`src/rtl/blk_mem_arbiter_if.sv`:
```
// Bundle of the I-cache, D-cache and block-memory signals that meet at the arbiter.
// The slave modport is the arbiter's view; master is the caches/memory side.
interface blk_mem_arbiter_if #(
   parameter int BLK_W = 256
);
   logic              i_req;
   logic [31:0]       i_addr;
   logic [BLK_W-1:0]  i_blk;
   logic              i_done;

   logic              d_rd_req;
   logic              d_wr_req;
   logic [31:0]       d_addr;
   logic [BLK_W-1:0]  d_wr_blk;
   logic [BLK_W-1:0]  d_blk;
   logic              d_done;

   logic [31:0]       mem_addr;
   logic              mem_blk_read;
   logic              mem_blk_write;
   logic [BLK_W-1:0]  mem_blk_wdata;
   logic [BLK_W-1:0]  mem_blk_rdata;
   logic              mem_rd_valid;
   logic              mem_wr_valid;

   logic              busy;

   modport slave (
      input  i_req, i_addr,
      output i_blk, i_done,
      input  d_rd_req, d_wr_req, d_addr, d_wr_blk,
      output d_blk, d_done,
      output mem_addr, mem_blk_read, mem_blk_write, mem_blk_wdata,
      input  mem_blk_rdata, mem_rd_valid, mem_wr_valid,
      output busy
   );

   modport master (
      output i_req, i_addr,
      input  i_blk, i_done,
      output d_rd_req, d_wr_req, d_addr, d_wr_blk,
      input  d_blk, d_done,
      input  mem_addr, mem_blk_read, mem_blk_write, mem_blk_wdata,
      output mem_blk_rdata, mem_rd_valid, mem_wr_valid,
      input  busy
   );
endinterface

```
`src/rtl/blk_mem_arbiter.sv`:
```
// Shares the single block-memory port between I-cache refills and D-cache refills/write-backs,
// one transaction at a time: D write > D read > I read, with I forced through after STARVE_LIMIT D grants.
module blk_mem_arbiter #(
   parameter int STARVE_LIMIT = 3,
   parameter int BLK_W        = 256
) (
   input logic              CLK,
   input logic              RESET,
   blk_mem_arbiter_if.slave bus
);

   localparam int CNT_W = (STARVE_LIMIT < 1) ? 1 : $clog2(STARVE_LIMIT + 1);
   localparam logic [CNT_W-1:0] STARVE_MAX = CNT_W'(STARVE_LIMIT);

   typedef enum logic [2:0] {
      IDLE,
      G_I,
      G_DRD,
      G_DWR,
      RESP
   } stateT;

   stateT             state;
   stateT             nextGrant;
   logic [CNT_W-1:0]  starveCnt;
   logic              starveHit;
   logic              dGrantWhileI;

   logic [31:0]       memAddr;
   logic              memRead;
   logic              memWrite;
   logic [BLK_W-1:0]  memWdata;
   logic [BLK_W-1:0]  iBlk;
   logic [BLK_W-1:0]  dBlk;
   logic              iDone;
   logic              dDone;
   logic              busyReg;

   // Winner of the next IDLE-cycle arbitration; a pending I that has waited out
   // STARVE_LIMIT D grants beats every D request.
   always_comb begin
      nextGrant    = IDLE;
      starveHit    = bus.i_req && (starveCnt >= STARVE_MAX);
      if (starveHit) begin
         nextGrant = G_I;
      end else if (bus.d_wr_req) begin
         nextGrant = G_DWR;
      end else if (bus.d_rd_req) begin
         nextGrant = G_DRD;
      end else if (bus.i_req) begin
         nextGrant = G_I;
      end
      dGrantWhileI = bus.i_req && ((nextGrant == G_DRD) || (nextGrant == G_DWR));
   end

   // Single FSM with every output registered. A grant is non-preemptive: once in a
   // G_* state only the matching memory valid moves it on, with no timeout.
   always_ff @(posedge CLK) begin
      if (RESET) begin
         state     <= IDLE;
         starveCnt <= '0;
         memAddr   <= '0;
         memRead   <= 1'b0;
         memWrite  <= 1'b0;
         memWdata  <= '0;
         iBlk      <= '0;
         dBlk      <= '0;
         iDone     <= 1'b0;
         dDone     <= 1'b0;
         busyReg   <= 1'b0;
      end else begin
         iDone <= 1'b0;
         dDone <= 1'b0;
         unique case (state)
            IDLE: begin
               state <= nextGrant;
               if (nextGrant != IDLE) begin
                  busyReg <= 1'b1;
               end
               case (nextGrant)
                  G_I: begin
                     memAddr   <= bus.i_addr;
                     memRead   <= 1'b1;
                     starveCnt <= '0;
                  end
                  G_DRD: begin
                     memAddr <= bus.d_addr;
                     memRead <= 1'b1;
                  end
                  G_DWR: begin
                     memAddr  <= bus.d_addr;
                     memWdata <= bus.d_wr_blk;
                     memWrite <= 1'b1;
                  end
                  default: begin
                  end
               endcase
               if (dGrantWhileI && (starveCnt < STARVE_MAX)) begin
                  starveCnt <= starveCnt + CNT_W'(1);
               end
            end
            G_I: begin
               if (bus.mem_rd_valid) begin
                  iBlk    <= bus.mem_blk_rdata;
                  memRead <= 1'b0;
                  iDone   <= 1'b1;
                  state   <= RESP;
               end
            end
            G_DRD: begin
               if (bus.mem_rd_valid) begin
                  dBlk    <= bus.mem_blk_rdata;
                  memRead <= 1'b0;
                  dDone   <= 1'b1;
                  state   <= RESP;
               end
            end
            G_DWR: begin
               if (bus.mem_wr_valid) begin
                  memWrite <= 1'b0;
                  dDone    <= 1'b1;
                  state    <= RESP;
               end
            end
            RESP: begin
               // The done pulse is visible for exactly this one cycle.
               busyReg <= 1'b0;
               state   <= IDLE;
            end
            default: begin
               state <= IDLE;
            end
         endcase
      end
   end

   assign bus.i_blk         = iBlk;
   assign bus.i_done        = iDone;
   assign bus.d_blk         = dBlk;
   assign bus.d_done        = dDone;
   assign bus.mem_addr      = memAddr;
   assign bus.mem_blk_read  = memRead;
   assign bus.mem_blk_write = memWrite;
   assign bus.mem_blk_wdata = memWdata;
   assign bus.busy          = busyReg;

endmodule
```
`src/flat_wrapper.sv`:
```
// flat-port wrapper written by rule: the top's interface ports become plain ports
module blk_mem_arbiter_flat 
#(
   parameter int STARVE_LIMIT = 3,
   parameter int BLK_W        = 256
)
  (CLK, RESET, bus_i_req, bus_i_addr, bus_i_blk, bus_i_done, bus_d_rd_req, bus_d_wr_req, bus_d_addr, bus_d_wr_blk, bus_d_blk, bus_d_done, bus_mem_addr, bus_mem_blk_read, bus_mem_blk_write, bus_mem_blk_wdata, bus_mem_blk_rdata, bus_mem_rd_valid, bus_mem_wr_valid, bus_busy);
  blk_mem_arbiter_if #(.BLK_W(BLK_W)) bus_i ();
  input logic CLK;
  input logic RESET;
  input wire logic [$bits(bus_i.i_req)-1:0] bus_i_req;
  input wire logic [$bits(bus_i.i_addr)-1:0] bus_i_addr;
  output wire logic [$bits(bus_i.i_blk)-1:0] bus_i_blk;
  output wire logic [$bits(bus_i.i_done)-1:0] bus_i_done;
  input wire logic [$bits(bus_i.d_rd_req)-1:0] bus_d_rd_req;
  input wire logic [$bits(bus_i.d_wr_req)-1:0] bus_d_wr_req;
  input wire logic [$bits(bus_i.d_addr)-1:0] bus_d_addr;
  input wire logic [$bits(bus_i.d_wr_blk)-1:0] bus_d_wr_blk;
  output wire logic [$bits(bus_i.d_blk)-1:0] bus_d_blk;
  output wire logic [$bits(bus_i.d_done)-1:0] bus_d_done;
  output wire logic [$bits(bus_i.mem_addr)-1:0] bus_mem_addr;
  output wire logic [$bits(bus_i.mem_blk_read)-1:0] bus_mem_blk_read;
  output wire logic [$bits(bus_i.mem_blk_write)-1:0] bus_mem_blk_write;
  output wire logic [$bits(bus_i.mem_blk_wdata)-1:0] bus_mem_blk_wdata;
  input wire logic [$bits(bus_i.mem_blk_rdata)-1:0] bus_mem_blk_rdata;
  input wire logic [$bits(bus_i.mem_rd_valid)-1:0] bus_mem_rd_valid;
  input wire logic [$bits(bus_i.mem_wr_valid)-1:0] bus_mem_wr_valid;
  output wire logic [$bits(bus_i.busy)-1:0] bus_busy;
  assign bus_i.i_req = bus_i_req;
  assign bus_i.i_addr = bus_i_addr;
  assign bus_i_blk = bus_i.i_blk;
  assign bus_i_done = bus_i.i_done;
  assign bus_i.d_rd_req = bus_d_rd_req;
  assign bus_i.d_wr_req = bus_d_wr_req;
  assign bus_i.d_addr = bus_d_addr;
  assign bus_i.d_wr_blk = bus_d_wr_blk;
  assign bus_d_blk = bus_i.d_blk;
  assign bus_d_done = bus_i.d_done;
  assign bus_mem_addr = bus_i.mem_addr;
  assign bus_mem_blk_read = bus_i.mem_blk_read;
  assign bus_mem_blk_write = bus_i.mem_blk_write;
  assign bus_mem_blk_wdata = bus_i.mem_blk_wdata;
  assign bus_i.mem_blk_rdata = bus_mem_blk_rdata;
  assign bus_i.mem_rd_valid = bus_mem_rd_valid;
  assign bus_i.mem_wr_valid = bus_mem_wr_valid;
  assign bus_busy = bus_i.busy;
  blk_mem_arbiter #(.STARVE_LIMIT(STARVE_LIMIT), .BLK_W(BLK_W)) u_core (.CLK(CLK), .RESET(RESET), .bus(bus_i));
endmodule
```
`config.mk`:
```
export PLATFORM = sky130hd
export DESIGN_NAME = blk_mem_arbiter_flat
export DESIGN_NICKNAME = d
export VERILOG_FILES = /design/src/rtl/blk_mem_arbiter_if.sv /design/src/rtl/blk_mem_arbiter.sv /design/src/flat_wrapper.sv
export SDC_FILE = /design/constraint.sdc
export NUM_CORES = 2
export LEC_CHECK = 0
export ABC_AREA = 1
export BUFFER_PORTS_ARGS = -buffer_cell sky130_fd_sc_hd__buf_4
export CORE_AREA = 3 3 543 545
export CTS_BUF_LIST = sky130_fd_sc_hd__clkbuf_4
export CTS_CLUSTER_SIZE = 8
export DETAILED_ROUTE_END_ITERATION = 8
export DIE_AREA = 0 0 546 548
export GPL_TIMING_DRIVEN = 1
export SETUP_SLACK_MARGIN = 0.5
export SLEW_MARGIN = 15
export SYNTH_ARGS = -nofsm -noshare
export SYNTH_HDL_FRONTEND = slang
export SYNTH_SLANG_ARGS = --single-unit
```
`constraint.sdc`:
```
create_clock -name CLK -period 4.2 [get_ports CLK]
set_clock_uncertainty 0.1 [all_clocks]
set_input_delay 0.63 -clock CLK [delete_from_list [all_inputs] [get_ports CLK]]
set_output_delay 0.63 -clock CLK [all_outputs]
set_load 0.05 [all_outputs]
```
* Yosys cells after proc, flatten, opt, wreduce, memory -nomap -nowiden
Cells that the tools add are included. W data, S select, Z words.
Word-level totals: register bits 810, word-level logic and storage cells 72
Operators by class: add/sub/neg operators 1, order comparisons 2, eq/ne operators 12, muxes and demuxes 21, bitwise operators 1, reductions and logical operators 24
Operators with widths (number):
- $pmux W32 S2 | 1
- $mux W3 | 5
- $reduce_and A2 Y1 | 7
- $eq A3 B2 Y1 const B | 4
- $reduce_bool A2 Y1 | 5
- $pmux W3 S3 | 1
- $mux W1 | 8
- $pmux W1 S2 | 4
- $reduce_or A2 Y1 | 4
- $eq A3 B1 Y1 const B | 2
- $ne A2 B1 Y1 const B | 3
- $reduce_and A3 Y1 | 2
- $mux W2 | 2
- $ne A2 B2 Y1 const B | 2
- $eq A3 B3 Y1 const B | 1
- $logic_and A1 B1 Y1 | 3
- $logic_not A3 Y1 | 1
- $reduce_bool A3 Y1 | 1
- $add A2 B1 Y2 const B | 1
- $ge A2 B2 Y1 const B | 1
- $lt A2 B2 Y1 const B | 1
- $logic_or A1 B1 Y1 | 1
- $not A1 Y1 | 1

* Logic depth before layout (Yosys ltp)
word-level depth 10, mapped depth 10, gate-level depth less buffers 10

* Least setup slack after synthesis
Ideal clock, no wire load.
kind input -> register, start point input RESET, end point register u_core.memAddr[31] (netlist: u_core.bus.mem_addr[31]), data arrival time 1.549 ns, required time 4.030 ns, path slack 2.481 ns, cell stages on the path 7, path buffers 4, path through buf_2 > inv_1 > buf_4 > buf_2 > clkbuf_1 > o21ai_0 > a21oi_1
RTL lines:
- from (decl) | RTL line flat_wrapper.sv:10 | input logic RESET;
- to (signal assigned) | RTL line blk_mem_arbiter.sv:82 | memAddr <= bus.i_addr;
- to (signal assigned) | RTL line blk_mem_arbiter.sv:87 | memAddr <= bus.d_addr;
- to (signal assigned) | RTL line blk_mem_arbiter.sv:91 | memAddr <= bus.d_addr;
- to (decl) | RTL line blk_mem_arbiter.sv:29 | logic [31:0] memAddr;

* Worst setup path in the final report
start point register u_core.starveCnt[0], end point register u_core.memAddr[11] (netlist: u_core.bus.mem_addr[11])
Between the ends: cells in the longest elaborated chain, start to end 7, elaborated cells between the ends (all ways) 10, classes of those cells order compare (1); eq/ne (3); mux (2); reduce/logical (4)
Ends and longest elaborated chain:
- from (decl) | RTL line blk_mem_arbiter.sv:25 | logic [CNT_W-1:0] starveCnt;
- from (signal assigned) | RTL line blk_mem_arbiter.sv:99 | starveCnt <= starveCnt + CNT_W'(1);
- $ge A2 B2 Y1 (*) | RTL line blk_mem_arbiter.sv:43 | starveHit = bus.i_req && (starveCnt >= STARVE_MAX);
- $logic_and A1 B1 Y1 (*) | RTL line blk_mem_arbiter.sv:43
- $mux W3 (*) | RTL line blk_mem_arbiter.sv:44 | if (starveHit) begin
- $eq A3 B2 Y1 | RTL line blk_mem_arbiter.sv:80 | case (nextGrant)
- $reduce_or A2 Y1 (no source line)
- $reduce_bool A2 Y1 (no source line)
- $reduce_and A2 Y1 (no source line)
Every way passes the cells marked *; elsewhere a longest branch is shown, timed or not. A chain may end at the register's enable or synchronous reset.

==> run summary <==
The run finished with clean final reports. Headroom to the max-slew limit came out at between 20 and 25%. The combined area of all synthesized cells is between 20000 and 30000 um^2.

The number of distinct library cells after synthesis is 26. The number of global-route vias before repair is between 30000 and 40000. During placement, the flow inserted port buffers numbering ~1400. STA puts the critical path data required time at between 5000 and 6000 ps. Measured along the y axis, the die boundary spans 548 um.

The number of nets with antenna violations after routing is 0. The residual DRC count is 0. The area growth from synthesis to final layout came out at 101%. The synthesis-stage register bit count came out at between 800 and 900.

The worst setup path is captured at a flip-flop. The worst ir drop on vdd is 0.432 mV. Once the floorplan was initialized, standard cells occupied about a tenth of the core. The post-synth net total came out at between 4000 and 5000. The number of max-cap violations came out at 0.

The share of the core filled with cells is 19.6%. The routing layer with the top usage in global route is met2. The wire length of the first global-routing pass is 297000 um. The peak clock frequency supported by timing came out at 0.353 GHz. Global routing consumed, over all layers together, between 10% and 20% of the routing resources. The worst setup path is launched from a flip-flop. For the worst-skew pair, the clock arrives at the later sink with an insertion delay of roughly 1200 ps. In the layout the commonest cells are 1402 x buf_4, 1073 x dlygate4sd3_1, 1029 x nor2_1. TritonCTS built the clock tree.

The routed wirelength normalized by instance count came out at roughly 22 um. At the pin with the least slew margin, the transition time is 1170 ps. The final clock period utilization by the worst path is about two thirds. Clock tree synthesis inserted a total of about 240 buffers. The total clock sinks is about 800. In this run the worst hold path is classified as primary input to flip-flop.

The number of pins exceeding their max-slew limit in the final report came out at 0. Walking the worst path, the cells encountered are ha_1 > a21oi_4 > buf_4 > nand2_1 > dlygate4sd3_1 > a31oi_1 > dlygate4sd3_1. In this design, the largest share of critical-path delay is due to buffers and inverters. The cell count after synthesis came out at between 3000 and 4000. In this run, the number of DRC markers left after iteration 0 of detailed routing was between 2000 and 2500. The cell that appears most often on the critical path is dlygate4sd3_1. The critical path's largest stage delay came out at between 600 and 700 ps. In the global route stage, met3 resource usage came out at 7.96%. The post-CTS setup buffer count came out at 0. The floorplan die area came out at about 300000 um^2.

The net count reported at finish came out at about 6600. The shortest clock period the worst path allows after layout is approximately 2800 ps. Counting along the longest clock path gives a buffer depth of 4.

The placed standard-cell area came out at between 40000 and 50000 um^2. The sequential area share after synthesis came out at a little under three fifths. Setup repair after global routing left no endpoint under its margin. The global-route track usage on met2 came out at 22.0%. The die span in x is 546 um. The aggregate global routing overflow came out at 0. The fraction of layout instances using a drive strength above 1 came out at 29.1%.

The mean cell area of the mapped netlist is 7.91 um^2. Detailed routing inserted a total of roughly 35000 vias. The number of iterations in the first detailed-routing pass came out at 8.

The tree is rooted in a clkbuf_4. The initialized floorplan defines 198 standard-cell rows. The total number of yosys warnings came out at 0. Setup violations remaining at the end of the flow were counted as 0. The arrival time of the worst setup path is just under 4000 ps. Using the TritonRoute via totals, the vias-per-cell ratio works out to about 3.5.

Setup total negative slack on the finished layout was measured at 0 ps. The final design instance area without fill came out at 56900 um^2. The clock slew seen by the registers of the worst setup and hold paths came out at ~70 ps.

The highest net fanout along the worst path is 34. The total power divided by cell area is 536 nW/um^2. The count of endpoints failing hold in the final timing report is 0. For met1 alone, demand over resource in global routing was between 10% and 20%. Counting both buffers and inverters, the worst setup path holds a total of 3.

The placeable core region came out at 291000 um^2. The count of boundary I/O pins is around 1400. The maximum level of the CTS H-tree came out at 4. The kind of critical path is flip-flop to flip-flop.

The aggregate routed wire length came out at between 200000 and 250000 um. On the critical path, the stage with the largest delay is an instance of dlygate4sd3_1. The placer congestion estimate is just under 0.9. Leaving out fill and tap cells, the most frequent cell in the layout is buf_4. The final hold slack is about 260 ps.

The detailed placement HPWL came out at about 180000 um. The maximum number of pins on one net before global-route repair is between 150 and 200. The leakage power of the design is between 20 and 25 nW.

The number of antenna violations at the first check in global routing was about 260.
==> synth_stat cells <==
library cell  instances  share of area, %
o21ai_1              17              0.30
ha_1                  1             0.044
nand3b_1              2             0.053
nor2_1             1029                14
nand2_1              80               1.1
clkbuf_1            132               1.8
inv_2                 3             0.040
nor4_1                1             0.022
nand2_2               1             0.022
buf_4                11              0.29
nor2_4                2             0.080
o211ai_1              1             0.027
nand3_2               2             0.071
clkbuf_2              3             0.053
nand3_1               3             0.053
buf_2               118               2.1
o21ai_0             787                14
buf_1                 5             0.066
buf_6                 2             0.080
inv_1               266               3.5
a21oi_1             265               4.7
a21oi_2               1             0.031
a31oi_1              31              0.69
dfxtp_1             810                57
a21oi_4               1             0.058
nor2_2                1             0.022
==> report_power, final <==
part / leakage [nW] / switching (W) / internal, W
logic: 15.7 / 0.00892 / 0.00381
registers: 6.63 / 0.000800 / 0.00905
clock network: 1.83 / 0.00392 / 0.00400
==> sequential cells by signal, indices dropped and copies added (netlist names) <==
name	count
u_core.bus.d_blk	256
u_core.bus.i_blk	256
u_core.bus.mem_blk_wdata	256
u_core.bus.mem_addr	32
u_core.state	3
u_core.starveCnt	2
u_core.bus.busy	1
u_core.bus.d_done	1
u_core.bus.i_done	1
u_core.bus.mem_blk_read	1
u_core.bus.mem_blk_write	1
==> routing by layer <==
metal  up-vias  routed length, um
li1      16700                  -
met1     16100              85000
met2      1739              96000
met3       683              27800
met4       212              14700
met5         -               1430
==> worst reg2reg max path, cell delays in order (launching register included) <==
cell and delay, ps:
dfxtp_1 320, ha_1 240, a21oi_4 160, buf_4 460, nand2_1 160, dlygate4sd3_1 610
a31oi_1 180, dlygate4sd3_1 580
==> worst paths after layout <==
kind	from	to	depth (start not counted)	slack, ps
worst max register to register	u_core.starveCnt[0]$_SDFFE_PP0P_	u_core.bus.mem_addr[11]$_SDFFE_PP0P_	7	1360
worst min-delay path	bus_mem_blk_rdata[29]	u_core.bus.i_blk[29]$_SDFFE_PP0P_	4	260
worst min register to register	u_core.bus.d_blk[44]$_SDFFE_PP0P_	u_core.bus.d_blk[44]$_SDFFE_PP0P_	2	340
worst max-delay path	u_core.starveCnt[0]$_SDFFE_PP0P_	u_core.bus.mem_addr[11]$_SDFFE_PP0P_	7	1360
==> stage by stage <==
| stage | worst slack [ps] | total power (W) | instances |
|---|---|---|---|
| floorplan | 2480 | 0.0168 | 3575 |
| global placement | 1610 | 0.0215 | 8624 |
| global route | 1200 | 0.0321 | 10200 |
| CTS | 1220 | 0.0309 | 10100 |
| detailed placement | 1630 | 0.0215 | 8624 |
| finish | 1360 | 0.0305 | 10200 |
==> final cells by class <==
class,instances,area [um^2]
Clock buffer,348,2610
Inverter,269,1030
Antenna cell,98,245
Fill cell,32200,234000
Sequential cell,810,16200
Tap cell,3900,4880
Multi-Input combinational cell,2225,9870
Timing Repair Buffer,2493,21600
Clock inverter,78,458
==> kinds of logic (layout without fill, tap and decap cells) <==
| family | count (synthesis) | count (layout) | share of synthesized area [%] |
|---|---|---|---|
| compound gates | 1103 | 1103 | 19.7 |
| fa+ha+maj | 1 | 1 | 0.0442 |
| buf+inv | 540 | 3188 | 7.90 |
| flops | 810 | 810 | 57.3 |
| other cells | 0 | 98 | 0 |
| simple gates | 1121 | 1121 | 15.0 |
==> timing repair <==
item / CTS / global route
hold endpoints to repair: 810 / 0
resized for setup: 0 / 0
hold buffers: 1073 / 0
No activity file was read; power rests on OpenSTA's default activity.
